File: config.mk
export PLATFORM = sky130hd
export DESIGN_NAME = linear_proj_out_writer_flat
export DESIGN_NICKNAME = d
export VERILOG_FILES = /design/src/rtl/linear_proj_pkg.sv /design/src/rtl/linear_proj_out_writer_if.sv /design/src/rtl/linear_proj_out_writer.sv /design/src/flat_wrapper.sv
export SDC_FILE = /design/constraint.sdc
export NUM_CORES = 1
export LEC_CHECK = 0
export ABC_AREA = 1
export CAP_MARGIN = 20
export CORE_MARGIN = 3
export CORE_UTILIZATION = 40
export DETAILED_ROUTE_END_ITERATION = 10
export MAX_ROUTING_LAYER = met4
export PLACE_DENSITY = 0.87
export SLEW_MARGIN = 10
export SYNTH_ARGS = -nofsm -noshare
export SYNTH_HDL_FRONTEND = slang
export SYNTH_SLANG_ARGS = --single-unit
File: constraint.sdc
create_clock -name clk -period 1.57 [get_ports clk]
set_clock_uncertainty 0.05 [all_clocks]
set_input_delay 0.314 -clock clk [delete_from_list [all_inputs] [get_ports clk]]
set_output_delay 0.314 -clock clk [all_outputs]
set_load 0.03 [all_outputs]
File: src/rtl/linear_proj_pkg.sv
// Shared sizing for the linear projection datapath and the matrix-C writer FSM states.
package linear_proj_pkg;

  // Matrix-C sizing for the projection instance
  localparam int NUM_CORES_A    = 1;
  localparam int NUM_CORES_B    = 1;
  localparam int TOTAL_MODULES  = 2;
  localparam int WIDTH_OUT      = 16;
  localparam int CHUNK_SIZE     = 4;
  localparam int TILE_LANES     = NUM_CORES_A * NUM_CORES_B * TOTAL_MODULES;
  localparam int ROW_SIZE_MAT_C = 2;
  localparam int COL_SIZE_MAT_C = 3;

  localparam int DATA_WIDTH_C = WIDTH_OUT * CHUNK_SIZE * TILE_LANES;
  localparam int MAX_FLAG     = ROW_SIZE_MAT_C * COL_SIZE_MAT_C;
  localparam int ADDR_WIDTH_C = (MAX_FLAG > 1) ? $clog2(MAX_FLAG) : 1;

  typedef enum logic [1:0] {
    IDLE,
    RUN,
    DRAIN,
    DONE
  } wr_state_e;

endpackage

File: src/rtl/linear_proj_out_writer_if.sv
// Result-word input stream and memory write request channel of the matrix-C writer.
interface linear_proj_out_writer_if
  import linear_proj_pkg::*;
#(
  parameter int DATA_WIDTH = DATA_WIDTH_C,
  parameter int ADDR_WIDTH = ADDR_WIDTH_C
) ();

  logic                  in_valid;
  logic                  in_ready;
  logic [DATA_WIDTH-1:0] in_data;
  logic                  wr_valid;
  logic                  wr_ready;
  logic [ADDR_WIDTH-1:0] wr_addr;
  logic [DATA_WIDTH-1:0] wr_data;

  // master: matmul producer plus memory; slave: the writer itself
  modport master (
    output in_valid, in_data, wr_ready,
    input  in_ready, wr_valid, wr_addr, wr_data
  );

  modport slave (
    input  in_valid, in_data, wr_ready,
    output in_ready, wr_valid, wr_addr, wr_data
  );

endinterface

File: src/rtl/linear_proj_out_writer.sv
// Writes one pass of column-major matrix-C result words to memory at row-major addresses
// through a single skid-free output register with full-throughput handshaking.
module linear_proj_out_writer
  import linear_proj_pkg::*;
#(
  parameter int WIDTH_OUT      = 16,
  parameter int CHUNK_SIZE     = 4,
  parameter int TILE_LANES     = 2,
  parameter int ROW_SIZE_MAT_C = 2,
  parameter int COL_SIZE_MAT_C = 3
) (
  input  logic                     clk,
  input  logic                     rst_n,
  input  logic                     start,
  linear_proj_out_writer_if.slave  bus,
  output logic                     busy,
  output logic                     done
);

  localparam int DATA_WIDTH_C = WIDTH_OUT * CHUNK_SIZE * TILE_LANES;
  localparam int MAX_FLAG     = ROW_SIZE_MAT_C * COL_SIZE_MAT_C;
  localparam int ADDR_WIDTH_C = (MAX_FLAG > 1) ? $clog2(MAX_FLAG) : 1;
  localparam int ROW_W        = (ROW_SIZE_MAT_C > 1) ? $clog2(ROW_SIZE_MAT_C) : 1;
  localparam int COL_W        = (COL_SIZE_MAT_C > 1) ? $clog2(COL_SIZE_MAT_C) : 1;

  wr_state_e                 state_q, state_d;
  logic [ROW_W-1:0]          row_cnt_q, row_cnt_d;
  logic [COL_W-1:0]          col_cnt_q, col_cnt_d;
  logic                      wr_valid_q, wr_valid_d;
  logic [ADDR_WIDTH_C-1:0]   wr_addr_q, wr_addr_d;
  logic [DATA_WIDTH_C-1:0]   wr_data_q, wr_data_d;

  logic out_free;
  logic in_ready_w;
  logic accept;
  logic last_word;

  // The output register can take a new word if it is empty or draining this cycle
  assign out_free   = !wr_valid_q || bus.wr_ready;
  assign in_ready_w = (state_q == RUN) && out_free;
  assign accept     = bus.in_valid && in_ready_w;
  assign last_word  = (row_cnt_q == ROW_W'(ROW_SIZE_MAT_C - 1)) &&
                      (col_cnt_q == COL_W'(COL_SIZE_MAT_C - 1));

  // NOTE: every always_comb output gets a default first so no path leaves it
  // unassigned; that is what keeps synthesis from inferring latches.
  always_comb begin
    state_d = state_q;
    unique case (state_q)
      IDLE:    if (start)                state_d = RUN;
      RUN:     if (accept && last_word)  state_d = DRAIN;
      DRAIN:   if (out_free)             state_d = DONE;
      DONE:                              state_d = IDLE;
      default:                           state_d = IDLE;
    endcase
  end

  // Input is column-major, so the row index advances on every accept
  always_comb begin
    row_cnt_d = row_cnt_q;
    col_cnt_d = col_cnt_q;
    if (state_q == IDLE && start) begin
      row_cnt_d = '0;
      col_cnt_d = '0;
    end else if (accept) begin
      if (row_cnt_q == ROW_W'(ROW_SIZE_MAT_C - 1)) begin
        row_cnt_d = '0;
        col_cnt_d = col_cnt_q + 1'b1;
      end else begin
        row_cnt_d = row_cnt_q + 1'b1;
      end
    end
  end

  always_comb begin
    wr_valid_d = wr_valid_q;
    wr_addr_d  = wr_addr_q;
    wr_data_d  = wr_data_q;
    if (accept) begin
      wr_valid_d = 1'b1;
      wr_addr_d  = ADDR_WIDTH_C'(int'(row_cnt_q) * COL_SIZE_MAT_C + int'(col_cnt_q));
      wr_data_d  = bus.in_data;
    end else if (wr_valid_q && bus.wr_ready) begin
      wr_valid_d = 1'b0;
    end
  end

  // NOTE: sequential state uses non-blocking assignments so every register
  // samples the pre-edge values, independent of process ordering.
  // NOTE: the wide data register is reset too, since wr_data must read 0
  // immediately on reset rather than holding a stale word.
  always_ff @(posedge clk or negedge rst_n) begin
    if (!rst_n) begin
      state_q    <= IDLE;
      row_cnt_q  <= '0;
      col_cnt_q  <= '0;
      wr_valid_q <= 1'b0;
      wr_addr_q  <= '0;
      wr_data_q  <= '0;
    end else begin
      state_q    <= state_d;
      row_cnt_q  <= row_cnt_d;
      col_cnt_q  <= col_cnt_d;
      wr_valid_q <= wr_valid_d;
      wr_addr_q  <= wr_addr_d;
      wr_data_q  <= wr_data_d;
    end
  end

  assign bus.in_ready = in_ready_w;
  assign bus.wr_valid = wr_valid_q;
  assign bus.wr_addr  = wr_addr_q;
  assign bus.wr_data  = wr_data_q;
  assign busy         = (state_q == RUN) || (state_q == DRAIN);
  assign done         = (state_q == DONE);

endmodule

File: src/flat_wrapper.sv
// flat-port wrapper written by rule: the top's interface ports become plain ports
module linear_proj_out_writer_flat import linear_proj_pkg::*;
#(
  parameter int WIDTH_OUT      = 16,
  parameter int CHUNK_SIZE     = 4,
  parameter int TILE_LANES     = 2,
  parameter int ROW_SIZE_MAT_C = 2,
  parameter int COL_SIZE_MAT_C = 3
)
  (clk, rst_n, start, busy, done, bus_in_valid, bus_in_data, bus_wr_ready, bus_in_ready, bus_wr_valid, bus_wr_addr, bus_wr_data);
  linear_proj_out_writer_if #(.DATA_WIDTH((128)), .ADDR_WIDTH((3))) bus_i ();
  input  logic clk;
  input  logic rst_n;
  input  logic start;
  output logic busy;
  output logic done;
  input wire logic [$bits(bus_i.in_valid)-1:0] bus_in_valid;
  input wire logic [$bits(bus_i.in_data)-1:0] bus_in_data;
  input wire logic [$bits(bus_i.wr_ready)-1:0] bus_wr_ready;
  output wire logic [$bits(bus_i.in_ready)-1:0] bus_in_ready;
  output wire logic [$bits(bus_i.wr_valid)-1:0] bus_wr_valid;
  output wire logic [$bits(bus_i.wr_addr)-1:0] bus_wr_addr;
  output wire logic [$bits(bus_i.wr_data)-1:0] bus_wr_data;
  assign bus_i.in_valid = bus_in_valid;
  assign bus_i.in_data = bus_in_data;
  assign bus_i.wr_ready = bus_wr_ready;
  assign bus_in_ready = bus_i.in_ready;
  assign bus_wr_valid = bus_i.wr_valid;
  assign bus_wr_addr = bus_i.wr_addr;
  assign bus_wr_data = bus_i.wr_data;
  linear_proj_out_writer #(.WIDTH_OUT(WIDTH_OUT), .CHUNK_SIZE(CHUNK_SIZE), .TILE_LANES(TILE_LANES), .ROW_SIZE_MAT_C(ROW_SIZE_MAT_C), .COL_SIZE_MAT_C(COL_SIZE_MAT_C)) u_core (.clk(clk), .rst_n(rst_n), .start(start), .bus(bus_i), .busy(busy), .done(done));
endmodule
==> metrics.csv, run 1 <==
metric;value;unit
Starting Density;41.82;%
static leakage;4.694;nW
last weighted congestion value of the routability-driven placer;0.7998;
NumNets Final;1027;
via count of the routed design;4898;
Mapped Avg Cell Area;8.981;um2
remaining antenna violation count after routing;0;
count of pins on the block boundary;268;
number of max-slew violations in the final report;0;
average wire per standard cell;14.60;um
DRC violation count after routing;0;
Die X;122.3;um
Cells after Synth;602;
maximum number of pins on one net before global-route repair;48;
post-synthesis net count;742;
PortBufs;267;
overflow left after global routing;0;
Hold Slack;0.3870;ns
largest cells by area after synthesis;dfrtp_1, nand2_1, buf_6, buf_4, ha_1;
number of distinct library cells after synthesis;19;
Multi-input gate area;1727;um2
final setup margin;-0.1526;ns
H-tree level count;4;
critical-path cell list;inv_2, ha_4, inv_2, nor2_1, buf_4;
max-cap violation count;0;
post-detailed-routing wire length;15660;um
peak supply drop;1139;uV
cell at the slowest stage of the critical path;dfrtp_1;
Setup crit end kind;output pin;
violated checks;negative setup slack;
classification of the worst setup path;flip-flop to output pin;
share of cells above drive strength 1;9.000;%
critical path required time;1.21;ns
headroom to the max-slew limit;70.01;%
first-pass iteration count of the detailed router;5;
fraction of the yosys area taken by sequential cells;63.41;%
overall track demand over capacity in global routing;21.46;%
library cell occupying the most area in the post-synthesis netlist;dfrtp_1;
maximum number of buffers from clock root to sink;2;
Register-to-Register Path Depth;6;
floorplan core area;12930;um2
number of warnings reported in the yosys synthesis log;0;
post-synthesis register bit count;137;
vias in the first global route;5053;
final core area utilization;69.57;%
critical path launch point;u_core.state_q[1];
highest clock frequency the design can meet;0.5805;GHz
number of setup violations in the final report;3;
CTS tree;yes;
total half-perimeter wirelength after legalization and detailed placement;11360;um
worst-skew pair later-pin latency;0.40;ns
count of fill cells added during filler insertion;972;
register area;3428;um2
reg-to-reg setup timing slack;0.10;ns
Yosys top cell area share;63.41;%
startpoint type of the worst setup path;flip-flop;
RSZ-0062 raised after global routing;true;
clk sinks;137;
first-pass GRT wire length;24180;um
hold violation count in the final report;0;
most frequent cells in the layout;nand2_1, dfrtp_1, clkdlybuf4s50_1;
DR vias/cell;4.569;
antenna violations before repair;0;
clock-pin slew on the worst setup and hold paths;0.06;ns
startpoint of the worst-slack reg-to-reg timing path;u_core.state_q[1];
drt initial violations;242;
cell area after synthesis;5406;um2
peak fanout along the critical path;4;
power density cells;2206;nW/um2
number of buffers inserted during clock tree synthesis;17;
Most common cell on crit path;inv_2;
Rows;41;
status;finished, violations left;
worst hold-check path type;input pin to asynchronous set/reset pin;
number of antenna repair diodes;0;
final clock period utilization by the worst path;109.7;%
CTS Root Buffer Type;clkbuf_16;
transition at the pin with the smallest max-transition slack;0.4499;ns
Layout Area Growth over Synthesis;66.35;%
minimum period implied by the final worst setup slack;1.723;ns
area of the die;14950;um2
commonest non-fill, non-tap cell in the layout;nand2_1;
vertical extent of the die;122.3;um
WP data arrival;1.36;ns
Largest stage delay, worst path;0.39;ns
-- repair_timing --
action / CTS / global route
buffers inserted: 1 / 3
gates resized for setup: 154 / 95
pin swaps: 0 / 3
hold buffers: 1 / 0
endpoints found under the setup margin: 135 / 122
hold endpoints to repair: 38 / 0
-- cell type report --
class,count,share of cell area [%]
clock buffer,24,5.245
clock inverter,8,2.115
inverter,14,0.6121
multi-input combinational,422,19.20
sequential,137,38.12
tap,172,2.393
timing repair buffer,295,32.32
-- cells in the mapped netlist, drive strengths merged --
| cell type | n |
|---|---|
| buf | 29 |
| o21ai | 5 |
| nand4 | 1 |
| a21oi | 1 |
| ha | 6 |
| inv | 14 |
| nor2 | 2 |
| fa | 1 |
| o22ai | 1 |
| nand3 | 4 |
| dfrtp | 137 |
| nand2 | 400 |
| nand3b | 1 |
-- where the power goes --
part / internal (mW) / switching (mW)
clock: 3.06 / 1.41
combinational: 3.31 / 6.04
sequential: 5.15 / 0.865
total: 11.5 / 8.32
-- flip-flops by register name, summed over array words and instances, names as in the netlist --
| register | cells |
|---|---|
| u_core.bus.wr_data | 128 |
| u_core.bus.wr_addr | 3 |
| u_core.col_cnt_q | 2 |
| u_core.state_q | 2 |
| u_core.bus.wr_valid | 1 |
| u_core.row_cnt_q | 1 |
-- worst paths after layout --
kind / end
min in group clk: u_core.bus.wr_data[101]
max: bus_in_ready
min reg2reg: u_core.bus.wr_data[83]
max reg2reg: u_core.col_cnt_q[0]
max in group asynchronous: u_core.bus.wr_data[82]
min: u_core.bus.wr_data[28]
-- cells by family (layout without fill, tap and decap cells) --
kind of cell / count (synthesis) / count (layout) / synth area share [%]
compound gates: 7 / 7 / 0.6711
fa+ha+maj: 7 / 7 / 1.759
buf+inv: 43 / 341 / 5.485
flops: 137 / 137 / 63.41
simple gates: 408 / 408 / 28.67
-- per-layer routing --
| layer | share of wire [%] | vias up | track usage (%) |
|---|---|---|---|
| met5 | 0 | - | - |
| met4 | 2.3 | 0 | 8.397 |
| met3 | 8.0 | 26 | 6.544 |
| met2 | 51 | 190 | 36.31 |
| met1 | 38 | 2297 | 23.83 |
| li1 | - | 2385 | - |
-- through the flow --
| step | area (um2) | power (mW) | TNS, ns | setup WS, ns | cells |
|---|---|---|---|---|---|
| final | 8994 | 19.84 | -0.4173 | -0.1526 | 1072 |
| after global routing | 8994 | 20.97 | -0.5956 | -0.2133 | 1072 |
| after CTS | 8912 | 19.72 | -0.5132 | -0.2465 | 1069 |
| after detailed placement | 8359 | 16.14 | -7.156 | -0.09244 | 1036 |
| after global placement | 8359 | 15.88 | -5.473 | -0.09259 | 1036 |
| after floorplan | 5406 | 11.61 | 0 | 0.07682 | 602 |
-- worst max-delay path: cells and delay by family (launching register included) --
kind | cells | cell delay, ns
buffers and inverters | 3 | 0.30
flip-flops | 1 | 0.39
adder cells (fa/ha/maj) | 1 | 0.18
AND/OR/NAND/NOR | 1 | 0.08
(Power assumes the default switching activity.)
==> inputs of run 2 (changes only) <==
HOLD_SLACK_MARGIN = 0.02   (was not set)
RECOVER_POWER = 25   (was not set)
==> run 2 against run 1 <==
The flow still finishes with violations (negative setup slack). Critical path type unchanged. Total power barely moved. Sequential power is essentially flat. Largest power group unchanged. Hold slack about the same.
==> metrics.csv, run 2 (synthesis gave the netlist of run 1 again) <==
metric;value;unit
vias in the first global route;5053;
maximum number of pins on one net before global-route repair;48;
Die X;122.3;um
commonest non-fill, non-tap cell in the layout;nand2_1;
net switching fraction of the power;41.96;%
floorplan core area;12930;um2
post-detailed-routing wire length;15680;um
average wire per standard cell;14.63;um
critical-path cell list;inv_2, ha_4, inv_2, nor2_1, buf_4;
most frequent cells in the layout;nand2_1, dfrtp_1, clkdlybuf4s50_1;
net load switching power;8.318;mW
portion of total power attributed to the clock network;22.6;%
total half-perimeter wirelength after legalization and detailed placement;11360;um
critical path launch point;u_core.state_q[1];
static leakage;4.679;nW
number of max-slew violations in the final report;0;
Layout Area Growth over Synthesis;65.70;%
hold violation count in the final report;0;
reg-to-reg setup timing slack;0.09;ns
highest clock frequency the design can meet;0.5796;GHz
vertical extent of the die;122.3;um
remaining antenna violation count after routing;0;
Hold Slack;0.3865;ns
headroom to the max-slew limit;58.07;%
first-pass GRT wire length;24180;um
post-route cell area;8959;um2
classification of the worst setup path;flip-flop to output pin;
final clock period utilization by the worst path;109.9;%
cell-internal power;11.51;mW
clk sinks;137;
peak fanout along the critical path;4;
PortBufs;267;
cell at the slowest stage of the critical path;dfrtp_1;
share of cells above drive strength 1;8.889;%
max-cap violation count;0;
worst-skew pair later-pin latency;0.41;ns
number of buffers and inverters on the critical path;3;
hold path start;bus_in_data[101];
register share of total power;30.3;%
antenna violations before repair;0;
CTS tree;yes;
final setup margin;-0.1555;ns
drt initial violations;241;
worst hold-check path type;input pin to flip-flop;
Setup crit end kind;output pin;
count of pins on the block boundary;268;
startpoint type of the worst setup path;flip-flop;
violated checks;negative setup slack;
RSZ-0062 raised after global routing;true;
number of setup violations in the final report;3;
number of buffers inserted during clock tree synthesis;17;
area of the die;14950;um2
Starting Density;41.82;%
DRC violation count after routing;0;
Most common cell on crit path;inv_2;
startpoint of the worst-slack reg-to-reg timing path;u_core.state_q[1];
Largest stage delay, worst path;0.39;ns
minimum period implied by the final worst setup slack;1.725;ns
Largest register FFs;128;
number of antenna repair diodes;0;
transition at the pin with the smallest max-transition slack;0.6289;ns
first-pass iteration count of the detailed router;4;
overflow left after global routing;0;
placed cell areas;8359;um2
H-tree level count;4;
WP data arrival;1.36;ns
last weighted congestion value of the routability-driven placer;0.7998;
status;finished, violations left;
maximum number of buffers from clock root to sink;2;
combinational cell fraction of total power;47.1;%
dominant delay contributor by cell family on the critical path;flip-flops;
power density cells;2213;nW/um2
total power draw;19.82;mW
overall track demand over capacity in global routing;21.46;%
CTS Root Buffer Type;clkbuf_16;
Rows;41;
NumNets Final;1027;
peak supply drop;1139;uV
via count of the routed design;4881;
critical path required time;1.21;ns
clock-pin slew on the worst setup and hold paths;0.06;ns
DR vias/cell;4.553;
## run 2: changes by cell type in the layout (fill, tap and decap cells not counted)
cell / change
buf_4: -2
buf_6: -1
clkbuf_4: +3
clkbuf_2: +1
clkbuf_1: +1
buf_12: -2
## run 2: final cells by class
type / instances / area (um2)
timing repair buffer: 295 / 2872
clock buffer: 24 / 471.7
tap: 172 / 215.2
sequential: 137 / 3428
multi-input combinational: 422 / 1727
fill: 981 / 3969
inverter: 14 / 55.05
clock inverter: 8 / 190.2
## run 2: metrics by stage
step           std cells  util [%]  setup TNS (ns)  setup WS [ns]
3_5_place_dp        1036     64.66          -7.156       -0.09244
4_1_cts             1069     68.94         -0.5132        -0.2465
3_3_place_gp        1036     64.66          -5.473       -0.09259
5_1_grt             1072     69.30         -0.6839        -0.2133
2_1_floorplan        602         -               0        0.07682
6_report            1072     69.30         -0.4234        -0.1555
## run 2: worst register-to-register path, stage by stage (launching register included)
cell and delay (ns):
dfrtp_1 0.39, inv_2 0.10, ha_4 0.18, nand3_4 0.12, buf_12 0.18, o21ai_1 0.21
o21ai_0 0.12
## run 2: final timing paths
path,endpoint,depth (start not counted)
max,bus_in_ready,5
min,u_core.bus.wr_data[101],3
max reg2reg,u_core.col_cnt_q[0],6
min reg2reg,u_core.bus.wr_data[83],2
max in group asynchronous,u_core.bus.wr_data[74],3
min in group asynchronous,u_core.bus.wr_data[28],2
## run 2: power by group through the flow
stage,combinational (mW),clock [mW],sequential (mW)
global route,10.0,4.75,6.19
floorplan,2.54,0,9.06
CTS,9.20,4.55,5.98
finish,9.34,4.47,6.01
global placement,9.90,0,5.98
detailed placement,10.1,0,6.04
## run 2: metal layers
| layer | vias up | global-route usage [%] | wire, um |
|---|---|---|---|
| met2 | 190 | 36.31 | 8071 |
| met1 | 2280 | 23.83 | 6022 |
| met5 | - | - | 0 |
| met3 | 26 | 6.544 | 1228 |
| met4 | 0 | 8.397 | 359 |
| li1 | 2385 | - | - |
## run 2: repair_timing
action,CTS,global route
hold buffers,1,0
buffers inserted,1,3
cloned,0,0
endpoints found under the setup margin,135,122
hold endpoints to repair,38,0
pin swaps,0,3
resized for setup,154,95
